$ cat src/rtl/ddram_loader.sv
// Write-side front end for the DDRAM byte-cache controller: pairs ioctl bytes
// into 16-bit words, queues them and issues them over the toggle handshake.
module ddram_loader #(
    parameter int          FIFO_DEPTH = 4,
    parameter logic [27:0] BASE       = 28'h0000000
) (
    input  logic        DDRAM_CLK,
    input  logic        reset,
    input  logic        ioctl_download,
    input  logic        ioctl_wr,
    input  logic [26:0] ioctl_addr,
    input  logic [7:0]  ioctl_dout,
    output logic        ioctl_wait,
    output logic [27:0] wraddr,
    output logic [15:0] din,
    output logic        we_req,
    input  logic        we_ack,
    output logic        done,
    output logic        overflow
);
    localparam int AW = $clog2(FIFO_DEPTH);
    localparam int EW = 42;
    localparam logic [AW:0] WAIT_LVL = (AW+1)'(FIFO_DEPTH - 1);

    typedef enum logic {S_IDLE, S_WAIT} state_t;
    state_t state;

    logic [7:0]    hold_lo;
    logic [25:0]   hold_addr;
    logic          hold_v;
    logic          dl_d;
    logic          dl_seen;
    logic [EW-1:0] mem [FIFO_DEPTH];
    logic [AW:0]   wp, rp, wp_nx, rp_nx, cnt_nx;
    logic          fifo_empty, fifo_full;
    logic          push, push_ok, pop, match;
    logic          hold_load, hold_clr;
    logic          done_cond;
    logic [EW-1:0] push_entry, rd_entry;

    assign match      = hold_v && (hold_addr == ioctl_addr[26:1]);
    assign fifo_empty = (wp == rp);
    assign fifo_full  = (wp[AW] != rp[AW]) && (wp[AW-1:0] == rp[AW-1:0]);
    assign push_ok    = push && !fifo_full;
    assign pop        = (state == S_IDLE) && !fifo_empty;
    assign wp_nx      = wp + {{AW{1'b0}}, push_ok};
    assign rp_nx      = rp + {{AW{1'b0}}, pop};
    assign cnt_nx     = wp_nx - rp_nx;
    assign rd_entry   = mem[rp[AW-1:0]];

    // A WAIT state whose ack already matches is a finished write, so done need
    // not wait for the FSM to step back into IDLE.
    assign done_cond = !ioctl_download && dl_seen && !hold_v && fifo_empty &&
                       (we_ack == we_req);

    // The hold register is only set by strobes, so flushing it whenever the
    // download is low and no strobe competes covers the falling edge.
    always_comb begin
        push       = 1'b0;
        push_entry = '0;
        hold_load  = 1'b0;
        hold_clr   = 1'b0;
        if (ioctl_wr) begin
            if (!ioctl_addr[0]) begin
                hold_load = 1'b1;
                if (hold_v) begin
                    push       = 1'b1;
                    push_entry = {hold_addr, 8'h00, hold_lo};
                end
            end else if (match) begin
                push       = 1'b1;
                push_entry = {hold_addr, ioctl_dout, hold_lo};
                hold_clr   = 1'b1;
            end else begin
                push       = 1'b1;
                push_entry = {ioctl_addr[26:1], ioctl_dout, 8'h00};
            end
        end else if (!ioctl_download && hold_v) begin
            push       = 1'b1;
            push_entry = {hold_addr, 8'h00, hold_lo};
            hold_clr   = 1'b1;
        end
    end

    always_ff @(posedge DDRAM_CLK) begin
        if (push_ok) mem[wp[AW-1:0]] <= push_entry;
    end

    always_ff @(posedge DDRAM_CLK or posedge reset) begin
        if (reset) begin
            hold_lo    <= '0;
            hold_addr  <= '0;
            hold_v     <= 1'b0;
            wp         <= '0;
            rp         <= '0;
            dl_d       <= 1'b0;
            dl_seen    <= 1'b0;
            overflow   <= 1'b0;
            ioctl_wait <= 1'b0;
            done       <= 1'b0;
        end else begin
            dl_d       <= ioctl_download;
            wp         <= wp_nx;
            rp         <= rp_nx;
            ioctl_wait <= (cnt_nx >= WAIT_LVL);
            done       <= done_cond;
            if (hold_load) begin
                hold_lo   <= ioctl_dout;
                hold_addr <= ioctl_addr[26:1];
                hold_v    <= 1'b1;
            end else if (hold_clr) begin
                hold_v <= 1'b0;
            end
            if (ioctl_download)  dl_seen <= 1'b1;
            else if (done_cond)  dl_seen <= 1'b0;
            if (ioctl_download && !dl_d) overflow <= 1'b0;
            if (push && fifo_full)       overflow <= 1'b1;
        end
    end

    // Reset lands in WAIT so a write the controller still owes is let finish.
    always_ff @(posedge DDRAM_CLK or posedge reset) begin
        if (reset) begin
            state  <= S_WAIT;
            we_req <= 1'b0;
            wraddr <= '0;
            din    <= '0;
        end else begin
            case (state)
                S_IDLE: begin
                    if (pop) begin
                        wraddr <= BASE + {1'b0, rd_entry[41:16], 1'b0};
                        din    <= rd_entry[15:0];
                        we_req <= ~we_req;
                        state  <= S_WAIT;
                    end
                end
                S_WAIT: begin
                    if (we_ack == we_req) state <= S_IDLE;
                end
                default: state <= S_IDLE;
            endcase
        end
    end
endmodule

$ cat config.mk
export PLATFORM = sky130hd
export DESIGN_NAME = ddram_loader
export DESIGN_NICKNAME = d
export VERILOG_FILES = /design/src/rtl/ddram_loader.sv
export SDC_FILE = /design/constraint.sdc
export NUM_CORES = 1
export LEC_CHECK = 0
export CAP_MARGIN = 20
export CORE_UTILIZATION = 50
export DETAILED_ROUTE_END_ITERATION = 10
export GPL_TIMING_DRIVEN = 0
export PLACE_DENSITY = 0.8
export SETUP_SLACK_MARGIN = 0.2
export SYNTH_ARGS = -nofsm -noshare
export SYNTH_HDL_FRONTEND = slang
export SYNTH_SLANG_ARGS = --single-unit
$ cat constraint.sdc
create_clock -name DDRAM_CLK -period 11.48 [get_ports DDRAM_CLK]
set_input_delay 2.296 -clock DDRAM_CLK [delete_from_list [all_inputs] [get_ports DDRAM_CLK]]
set_output_delay 2.296 -clock DDRAM_CLK [all_outputs]
set_load 0.05 [all_outputs]
==> metrics.cfg, run 1 <==
[outcome]
run_status=completed

[timing]
slew_headroom=0.4931
holdWs_ns=0.4872
fin_tns_setup_ns=0
max_freq_mhz=205.1
finalCritPeriodShare=0.4247
worstMarginPinSlew_ns=0.7586
slew_violations=0
hold_viol=0
fin_crit_ns=4.875
skew_ns=0.01362
setup_viol=0
rsz0062_at_grt=false

[critical_path]
cp.required_ns=11.87
rrSetupSlack_ns=8.52
r2r_end=ioctl_wait$_DFF_PP0_
crit_end=ioctl_wait$_DFF_PP0_
worstSetupPathType=input port to register
end_kind=register
cp-start-kind=input port
arrival_ns=5.27
startpoint=ioctl_wr
cp_max_fo=10
path_cells=clkdlybuf4s50_1, clkbuf_1, a21oi_1, a311oi_1, ha_1, ha_1, inv_1, fa_1, xor2_1, xnor2_1, o21ai_0
timing.rr.start=rp[0]$_DFF_PP0_
reg2reg_depth=11
crit_slowest_cell=a311oi_1
crit_path_max_incr_delay_ns=0.58
crit_path_frequent_cell=ha_1

[clocking]
cts_buffers=26
clockRootBuffer=clkbuf_16
htreeDepth=1
post_cts_resized=0
cts_sinks=258
cts_tree=done
clk_pin_slew_ns=0.06
cts_setup_buffers=0
insertion_delay_ns=0.53
cts_hold_buffers=0
cts_max_path_buffers=3

[place]
port_buffers=85
dp.final_hpwl_um=13860
place_inst=910
place.gp.congestion=0.8381

[hold_path]
hold_class=register to register

[layout]
syn2layout_area_growth_pct=21.23
diodes=0
layout_common_cells=168 x edfxtp_1, 89 x dfrtp_1, 85 x clkdlybuf4s50_1, 42 x mux4_2
fin_nets=714
finalNonFillerCells=958
drive_gt1_frac=0.2878
regArea_um2=7298
fillers=1368
final_common_cell=edfxtp_1
multi_input_area_um2=3007

[power_and_ir_drop]
p_leak_nw=4.761
vdd_drop_max_mv=0.2017
power-per-cell-area_nw_per_um2=290.7

[synthesis]
synth_ff_type=edfxtp_1
async_reset_ff_frac=0.3488
ys_ff_latch=258
syn_area_um2=10480
synth-seq-area-share=0.6965
synth.avg_cell_area_um2=19.19
yosys_warnings=0
netlist-cell-type-count=36
synth_edf_count=168
synthCells=546

[global_route]
grt_first_pass_wirelength_um=32970
grt_pass1_vias=5901
grt_usage=0.2016
antenna_found_initial=0
grt_max_degree=62
grt_overflow_total=0

[floorplan]
die_x_um=146.8
fp.coreArea_um2=20360
rows=52
ios=88
die_area_um2=21540
start_util=0.5146
chipHeight_um=146.8

[detailed_routing]
viasPerCell=5.658
antenna_left=0
wire_per_inst_um=21.76
drc=0
dr.first_iter.drc_count=384
drt_wl_total_um=20850
num_vias=5420
dr.pass1.iters=4

[job]
drv_cap=0

==> state kept, by name, summed over array words and instances (netlist names), 3 cells and up <==
signal	flops
hold_addr	26
hold_lo	8
mem	168
rp	3
wraddr	26
din	16
wp	3
==> routing by layer <==
metal | share of wire | global-route usage
met4 | 0.026 | 0.07552
met1 | 0.41 | 0.2655
met3 | 0.048 | 0.02609
met2 | 0.52 | 0.3443
met5 | 0 | 0
==> cell type report <==
| type | count | share of cell area |
|---|---|---|
| clock inverter | 9 | 0.007978 |
| clock buffer | 39 | 0.06067 |
| timing repair buffer | 93 | 0.07771 |
| multi-input combinational | 254 | 0.2367 |
| buffer | 29 | 0.01389 |
| tap | 270 | 0.02659 |
| inverter | 6 | 0.001970 |
| sequential | 258 | 0.5745 |
==> report_power, final <==
| part | total [W] | switching [W] | internal [W] | leakage [nW] |
|---|---|---|---|---|
| combinational | 0.00144 | 0.000779 | 0.000658 | 1.70 |
| clock | 0.000848 | 0.000339 | 0.000509 | 0.429 |
| sequential | 0.00141 | 0.000113 | 0.00129 | 2.63 |
| total | 0.00369 | 0.00123 | 0.00246 | 4.76 |
==> per-stage QoR <==
step	utilization	instance area [µm²]	total power [W]	setup slack, ns
CTS	0.6238	12700	0.003731	6.615
detailed placement	0.5810	11830	0.002872	6.113
global placement	0.5731	11670	0.002802	1.972
finish	0.6238	12700	0.003693	6.605
global route	0.6238	12700	0.003855	6.313
floorplan	-	10480	0.002442	4.800
==> synth_stat cells, types with 2 or more instances <==
| library cell | n | area [µm²] |
|---|---|---|
| edfxtp_1 | 168 | 5045 |
| dfrtp_1 | 89 | 2227 |
| mux4_2 | 42 | 945.9 |
| mux2_2 | 38 | 427.9 |
| mux2_4 | 38 | 570.6 |
| xor2_1 | 31 | 271.5 |
| a22o_1 | 26 | 227.7 |
| buf_2 | 12 | 60.06 |
| nand2_1 | 12 | 45.04 |
| and3_1 | 9 | 56.30 |
| clkbuf_1 | 9 | 33.78 |
| nand3_1 | 9 | 45.04 |
| o31ai_1 | 9 | 67.56 |
| buf_6 | 6 | 67.56 |
| inv_1 | 6 | 22.52 |
| nor4_1 | 6 | 37.54 |
| ha_1 | 5 | 62.56 |
| nor2_1 | 5 | 18.77 |
| xnor2_1 | 4 | 35.03 |
| o21ai_0 | 3 | 15.01 |
| buf_4 | 2 | 15.01 |
| nor2b_1 | 2 | 12.51 |
| nor3_2 | 2 | 20.02 |
==> worst min-delay path by stage <==
stage,startpoint,end,cells past startpoint
finish,dl_d$_DFF_PP0_,overflow$_DFFE_PP0P_,2
global route,dl_d$_DFF_PP0_,overflow$_DFFE_PP0P_,2
CTS,dl_d$_DFF_PP0_,overflow$_DFFE_PP0P_,2
detailed placement,dl_d$_DFF_PP0_,overflow$_DFFE_PP0P_,2
global placement,dl_d$_DFF_PP0_,overflow$_DFFE_PP0P_,2
floorplan,dl_d$_DFF_PP0_,overflow$_DFFE_PP0P_,2
==> logic make-up (layout without fill, tap and decap cells) <==
family          after synthesis  in the layout  synth area share
flops                       258            258            0.6965
mux                         119            119            0.1865
simple gates                 51             51           0.02866
compound gates               41             41           0.03188
xor+xnor                     35             35           0.02925
buf+inv                      35            176           0.01898
fa+ha+maj                     6              6          0.007881
other cells                   1              2         0.0003579
==> critical path, delay by kind of cell <==
family          cells  cell delay [ns]
compound gates      3             0.83
buf+inv             3             0.93
fa+ha+maj           3             0.87
xor+xnor            2             0.34
(Power assumes the default switching activity.)
==> run 2: changes to the inputs <==
- PLACE_DENSITY: 0.8 -> 0.83
- clock period: 11.48 -> 4.3 ns (I/O delays scaled with it)
==> run 2 against run 1 <==
  * Die area unchanged
  * Global-route usage increased by 0.30 points
  * Total power increased to 2.7 times the previous value
  * Critical endpoint unchanged
==> metrics.cfg, run 2 (synthesis results as in run 1) <==
[global_route]
grt_usage=0.2046  ; +0.003031
grt_max_degree=63  ; +1.6%
grt_use_met1=0.2676  ; +0.002137
antenna_found_initial=0  ; unchanged
grt-busiest-layer=met2
grt_overflow_total=0  ; unchanged
grt_pass1_vias=5935  ; +0.58%
grt.met2_usage=0.3384  ; -0.005924
grt_first_pass_wirelength_um=33480  ; +1.5%
grt.met3_usage=0.03789  ; +0.01180

[floorplan]
start_util=0.5146  ; unchanged
chipHeight_um=146.8  ; unchanged
fp.coreArea_um2=20360  ; unchanged
die_x_um=146.8  ; unchanged
die_area_um2=21540  ; unchanged
rows=52  ; unchanged
ios=88  ; unchanged

[clocking]
cts_sinks=258  ; unchanged
cts_buffers=26  ; unchanged
htreeDepth=1  ; unchanged
clk_pin_slew_ns=0.06  ; about the same
post_cts_resized=0  ; unchanged
cts_setup_buffers=0  ; unchanged
clockRootBuffer=clkbuf_16
cts_tree=done
cts_hold_buffers=0  ; unchanged
cts_max_path_buffers=3  ; unchanged
insertion_delay_ns=0.52  ; about the same

[power_and_ir_drop]
vdd_drop_max_mv=0.4492  ; +120%
power-per-cell-area_nw_per_um2=776.7  ; +170%
p_leak_nw=4.738  ; -0.47%

[timing]
slew_violations=0  ; unchanged
rsz0062_at_grt=false
worstMarginPinSlew_ns=0.8944  ; +0.1358 ns
hold_viol=0  ; unchanged
max_freq_mhz=294.6
fin_crit_ns=3.395
skew_ns=0.008610  ; -0.005014 ns
slew_headroom=0.4031  ; -0.08994
finalCritPeriodShare=0.7894
holdWs_ns=0.4945  ; +0.007276 ns
setup_viol=0  ; unchanged

[place]
port_buffers=85  ; unchanged
place_inst=908  ; -0.22%
dp.final_hpwl_um=13850  ; about the same
place.gp.congestion=0.8323  ; -0.69%

[layout]
fin_nets=712  ; -0.28%
fillers=1325  ; -3.1%
drive_gt1_frac=0.2872  ; -0.0006187
layout_common_cells=168 x edfxtp_1, 89 x dfrtp_1, 85 x clkdlybuf4s50_1, 42 x mux4_2
diodes=0  ; unchanged
syn2layout_area_growth_pct=20.96
finalNonFillerCells=956  ; -0.21%
largest_register_ffs=168  ; unchanged
final_common_cell=edfxtp_1

[detailed_routing]
antenna_left=0  ; unchanged
wire_per_inst_um=22.06  ; +1.4%
drt_wl_total_um=21090  ; +1.2%
dr.pass1.iters=5  ; +1
num_vias=5475  ; +1.0%
drc=0  ; unchanged
dr.first_iter.drc_count=438  ; +14%
viasPerCell=5.727  ; +1.2%

[critical_path]
arrival_ns=3.79  ; -1.48 ns
cp.required_ns=4.69  ; -7.18 ns
cp-start-kind=input port
path_cells=clkdlybuf4s50_1, clkbuf_1, a21oi_1, a311oi_1, ha_1, ha_1, inv_1, fa_1, xor2_1, xnor2_1, o21ai_0
crit_path_frequent_cell=ha_1
worstSetupPathType=input port to register
crit_path_max_incr_delay_ns=0.55  ; -0.03 ns
cp_max_fo=10  ; unchanged
end_kind=register
crit_slowest_cell=clkdlybuf4s50_1

[hold_path]
hold_class=register to register

[job]
drv_cap=0  ; unchanged

[outcome]
run_status=completed

## run 2: changes by cell type in the layout (fill, tap and decap cells not counted)
cell	previous run	this run
buf_6	9	6
clkinv_4	0	1
nor3b_4	0	1
clkbuf_8	5	2
nor3b_2	1	0
clkinv_2	5	6
buf_8	1	2
clkinvlp_4	1	3
clkbuf_1	16	15
## run 2: worst paths after layout
kind / startpoint / to / depth (start not counted) / slack (ns)
worst max-delay path: ioctl_wr / ioctl_wait$_DFF_PP0_ / 11 / 0.91
worst min-delay path: dl_d$_DFF_PP0_ / overflow$_DFFE_PP0P_ / 2 / 0.49
worst max register to register: rp[1]$_DFF_PP0_ / ioctl_wait$_DFF_PP0_ / 11 / 1.33
worst min register to register: dl_d$_DFF_PP0_ / overflow$_DFFE_PP0P_ / 2 / 0.49
max in group asynchronous: reset / wraddr[6]$_DFFE_PP0P_ / 3 / 2.95
min in group asynchronous: reset / wraddr[24]$_DFFE_PP0P_ / 2 / 0.70
## run 2: routing by layer
layer  share of wire  vias up
met5               0        -
met1            0.40     2840
met3           0.060       50
met4           0.034        0
met2            0.50      203
li1                -     2382
## run 2: report_power, final
part / switching, W / leakage (nW) / internal (W)
sequential: 0.000308 / 2.63 / 0.00345
clock: 0.000918 / 0.415 / 0.00131
combinational: 0.00210 / 1.69 / 0.00175
total: 0.00333 / 4.74 / 0.00652
## run 2: per-stage QoR
| stage | area [µm²] | setup TNS [ns] | total power [W] | worst slack, ns | util |
|---|---|---|---|---|---|
| finish | 12670 | 0 | 0.009844 | 0.9055 | 0.6224 |
| global route | 12670 | 0 | 0.01026 | 0.7106 | 0.6224 |
| CTS | 12670 | 0 | 0.009912 | 0.9410 | 0.6224 |
| detailed placement | 11820 | 0 | 0.007661 | 0.4086 | 0.5804 |
| global placement | 11680 | -224.72 | 0.007473 | -1.546 | 0.5734 |
| floorplan | 10490 | 0 | 0.006516 | 0.4352 | - |
## run 2: worst max-delay path: cells and delay by family
kind / cells / cell delay, ns
buffers and inverters: 3 / 0.95
XOR/XNOR: 2 / 0.32
AO/OA/AOI/OAI: 3 / 0.78
adder cells (fa/ha/maj): 3 / 0.87
## run 2: final cells by class
cell class / instances / area (µm²) / area share
inverter: 6 / 25.02 / 0.001974
clock inverter: 13 / 130.1 / 0.01027
multi-input combinational: 254 / 3013 / 0.2377
buffer: 29 / 176.4 / 0.01392
tap: 270 / 337.8 / 0.02665
sequential: 258 / 7298 / 0.5758
clock buffer: 35 / 725.7 / 0.05726
timing repair buffer: 91 / 968.4 / 0.07641
